## src/rtl/tdm_demux.sv

```systemverilog
// TDM serial-to-parallel demultiplexer with frame-alignment error detection.
// Optional even-parity slot per frame is enabled by defining TDM_DEMUX_PARITY_EN.
module tdm_demux #(
    parameter int N_CH  = 7,
    parameter int SEL_W = 3
) (
    input  logic              clk,
    input  logic              rst,
    input  logic              din,
    input  logic              din_valid,
    input  logic              frame_start,
    output logic [N_CH-1:0]   out,
    output logic              out_valid,
    output logic [SEL_W-1:0]  sel,
    output logic              frame_err,
    output logic              parity_err
);

    typedef enum logic {
        HUNT = 1'b0,
        RECV = 1'b1
    } state_t;

    localparam logic [SEL_W-1:0] LAST_SLOT = SEL_W'(N_CH - 1);

    state_t            state, state_d;
    logic [SEL_W-1:0]  sel_r, sel_d;
    logic [N_CH-1:0]   shadow, shadow_d;
    logic [N_CH-1:0]   merged;
    logic [N_CH-1:0]   out_r, out_d;
    logic              out_valid_r, out_valid_d;
    logic              frame_err_r, frame_err_d;

`ifdef TDM_DEMUX_PARITY_EN
    localparam logic [SEL_W-1:0] PAR_SLOT = SEL_W'(N_CH);

    logic parity_err_r, parity_err_d;

    function automatic logic even_parity(input logic [N_CH-1:0] v);
        return ^v;
    endfunction
`endif

    // Shadow word with the current slot bit already written at position sel.
    always_comb begin
        merged = shadow;
        for (int i = 0; i < N_CH; i++) begin
            if (sel_r == SEL_W'(i)) begin
                merged[i] = din;
            end
        end
    end

    always_comb begin
        state_d     = state;
        sel_d       = sel_r;
        shadow_d    = shadow;
        out_d       = out_r;
        out_valid_d = 1'b0;
        frame_err_d = 1'b0;
`ifdef TDM_DEMUX_PARITY_EN
        parity_err_d = 1'b0;
`endif
        case (state)
            HUNT: begin
                // Bits without a marker are dropped while searching for alignment.
                if (din_valid && frame_start) begin
                    shadow_d[0] = din;
                    sel_d       = SEL_W'(1);
                    state_d     = RECV;
                end
            end
            RECV: begin
                if (din_valid) begin
                    if (frame_start) begin
                        // Premature marker: abandon the partial frame and restart at slot 0.
                        frame_err_d = 1'b1;
                        shadow_d[0] = din;
                        sel_d       = SEL_W'(1);
                    end else if (sel_r < LAST_SLOT) begin
                        shadow_d = merged;
                        sel_d    = sel_r + SEL_W'(1);
`ifdef TDM_DEMUX_PARITY_EN
                    end else if (sel_r == LAST_SLOT) begin
                        shadow_d = merged;
                        sel_d    = PAR_SLOT;
                    end else begin
                        if (din == even_parity(shadow)) begin
                            out_d       = shadow;
                            out_valid_d = 1'b1;
                        end else begin
                            parity_err_d = 1'b1;
                        end
                        sel_d   = '0;
                        state_d = HUNT;
                    end
`else
                    end else begin
                        shadow_d    = merged;
                        out_d       = merged;
                        out_valid_d = 1'b1;
                        sel_d       = '0;
                        state_d     = HUNT;
                    end
`endif
                end
            end
            default: begin
                state_d = HUNT;
                sel_d   = '0;
            end
        endcase
    end

    always_ff @(posedge clk) begin
        if (rst) begin
            state       <= HUNT;
            sel_r       <= '0;
            shadow      <= '0;
            out_r       <= '0;
            out_valid_r <= 1'b0;
            frame_err_r <= 1'b0;
        end else begin
            state       <= state_d;
            sel_r       <= sel_d;
            shadow      <= shadow_d;
            out_r       <= out_d;
            out_valid_r <= out_valid_d;
            frame_err_r <= frame_err_d;
        end
    end

`ifdef TDM_DEMUX_PARITY_EN
    always_ff @(posedge clk) begin
        if (rst) begin
            parity_err_r <= 1'b0;
        end else begin
            parity_err_r <= parity_err_d;
        end
    end

    assign parity_err = parity_err_r;
`else
    assign parity_err = 1'b0;
`endif

    assign out       = out_r;
    assign out_valid = out_valid_r;
    assign sel       = sel_r;
    assign frame_err = frame_err_r;

endmodule

```

## config.mk

```make
export PLATFORM = sky130hd
export DESIGN_NAME = tdm_demux
export DESIGN_NICKNAME = d
export VERILOG_FILES = /design/src/rtl/tdm_demux.sv
export SDC_FILE = /design/constraint.sdc
export NUM_CORES = 1
export LEC_CHECK = 0
export ABC_AREA = 1
export BUFFER_PORTS_ARGS = -buffer_cell sky130_fd_sc_hd__buf_4
export CAP_MARGIN = 20
export CORE_ASPECT_RATIO = 0.6
export CORE_MARGIN = 2
export CORE_UTILIZATION = 40
export DETAILED_ROUTE_END_ITERATION = 8
export GPL_ROUTABILITY_DRIVEN = 0
export PLACE_DENSITY_LB_ADDON = 0.05
export SLEW_MARGIN = 20
export SYNTH_ARGS = -nofsm -noshare
export SYNTH_HDL_FRONTEND = slang
export SYNTH_SLANG_ARGS = --single-unit
```

## constraint.sdc

```tcl
create_clock -name clk -period 3.04 [get_ports clk]
set_clock_uncertainty 0.1 [all_clocks]
set_input_delay 0.456 -clock clk [delete_from_list [all_inputs] [get_ports clk]]
set_output_delay 0.456 -clock clk [all_outputs]
set_load 0.005 [all_outputs]
```

==> impl_metrics.ini <==
[floorplan]
die-area_mm2 = 0.00291
die_w_um = 68.3
rows = 13
ios = 18
start_util_pct = 43.9
coreArea_mm2 = 0.00226
die_y_um = 42.6

[setup_path]
criticalPathCategory = reg2reg
cp.required_ns = 3.09
cp_slowest_cell = dfxtp_1
path_common_cell = nand2_1
arrival_ns = 1.52
r2r_start = sel[2]
max_stage_delay_ns = 0.47
cp_cell_sequence = inv_2 > ha_1 > o21ai_0 > nand2_1 > nand2_1 > nor2_1
reg2reg_setup_slack_ns = 1.57
startpoint_type = register
cp-startpoint = sel[2]
crit_path_end_kind = register
crit_fanout = 8

[sta]
hold_violations = 0
fin_crit_sh_pct = 48.3
layout_setup_ws_ns = 1.57
setup_viol = 0
finalMaxSlewViolations = 0
holdWs_ns = 0.298
tns_ns = 0
rsz0062_at_grt = false
min_period_ns = 1.47
fmax_mhz = 681

[global_route]
grt_pass1_vias = 778
grt_usage_pct = 16.3
grt_antenna_before_repair = 0
grt_pass1_wl_um = 3460
grt_max_degree = 17
grt_overflow_total = 0

[detailed_routing]
drcViolationCount = 0
firstDrtPassIters = 4
num_vias = 891
via_per_inst = 4.59
drt_iter0_markers = 45
wl_um = 2010
drtAntennaViolNets = 0
wl_per_cell_um = 10.4

[worst_hold_path]
hp-start = rst
holdCritPathClass = in2reg

[synth]
syn_nets = 158
synth_area_per_cell_um2 = 6.71
synthTopCellsByArea = dfxtp_1 (40%), nand2_1 (15%), nor2_1 (10%)
yosysSeqAreaShare_pct = 40.3
ys_types = 18
netlist_instances = 148
synth_top_area_cell = dfxtp_1
syn_area_um2 = 993
yosysTopAreaCellShare_pct = 40.3
ys_ff_latch = 20
yosys_warnings = 0

[place]
port_buffers = 16
dpl-instance-area_mm2 = 0.00112
preCtsSetupSlack_ns = 1.45
hpwl_um = 1560
placed_cells = 191

[cells_and_area]
diodes = 0
drive_gt1_share_pct = 14.0
mostFrequentLayoutCells = nand2_1 (41), nor2_1 (27), inv_1 (20), dfxtp_1 (20), buf_4 (16)
mostFrequentLayoutCell = nand2_1
final_cell_area_mm2 = 0.00116
nNetsFinal = 176
instances_no_fill = 194
syn_to_final_growth_pct = 16.8

[clock_tree]
cts_buffer_depth = 2
clock_latency_ns = 0.25
cts_tree = done
root_buffer = clkbuf_8
post-cts-setup-buffers = 0
clock-sinks = 20
numCtsBuffers = 3
h-tree-depth = 1
cts_resized = 0
clk_pin_slew_ns = 0.07
cts_hold_buffers = 0

[power]
power_density_mw_per_mm2 = 420
ir_drop_mv = 0.205
p_leak_nw = 0.627

[status]
status = complete, no violations

[flow_run]
maxCapViolCount = 0
synth_stat cells:
master and count:
ha_1 5, o21ai_1 1, dfxtp_1 20, buf_4 1, nor2_4 1, nor2_1 27
inv_2 1, o21ai_0 10, inv_1 20, conb_1 1, a21oi_1 5, nand2_2 2
clkbuf_8 1, nand4_1 1, nand2_1 41, nand3_1 9, nor3_1 1, buf_6 1
state kept, by name, indices dropped and copies added, names as in the netlist:
name       count
out            7
frame_err      1
sel            3
shadow         7
state          1
out_valid      1
stage by stage:
step                      utilization [%]  total power (W)
after floorplan                         -         0.000309
after global placement               49.5         0.000324
after detailed placement             49.5         0.000324
after CTS                            51.3         0.000495
after global routing                 51.3         0.000515
final                                51.3         0.000487
worst max-delay path: cells and delay by family, from the launching register on:
kind	cells	cell delay, ns
AO/OA/AOI/OAI	1	0.24
adder cells (fa/ha/maj)	1	0.25
flip-flops	1	0.47
AND/OR/NAND/NOR	3	0.19
buffers and inverters	1	0.13
power by group:
part / switching (W) / internal (W) / leakage, nW
clock: 0.0000809 / 0.0000881 / 0.0216
sequential: 0.00000410 / 0.000268 / 0.162
combinational: 0.0000288 / 0.0000171 / 0.443
final cells by class:
type	instances	area [um^2]
Inverter	21	78.8
Tap cell	30	37.5
Fill cell	223	1100
Timing Repair Buffer	16	120
Multi-Input combinational cell	104	482
Sequential cell	20	400
Clock buffer	3	41.3
logic make-up after synthesis:
| family | Yosys count | share of synthesized area, % |
|---|---|---|
| compound gates | 16 | 8.06 |
| flops | 20 | 40.3 |
| other cells | 1 | 0.377 |
| simple gates | 82 | 33.8 |
| buf+inv | 24 | 11.2 |
| fa+ha+maj | 5 | 6.30 |
per-layer routing:
layer	part of all wire [%]	up-vias	track usage, %
li1	-	482	-
met1	54	379	23.5
met2	39	25	22.5
met3	6.3	5	6.45
met4	1.2	0	3.60
met5	0	-	0
worst paths after layout:
path          endpoint  cells past startpoint
max          shadow[3]                      6
min             sel[0]                      2
max reg2reg  shadow[3]                      6
min reg2reg     out[0]                      2
Power figures use the tool's default switching activity.
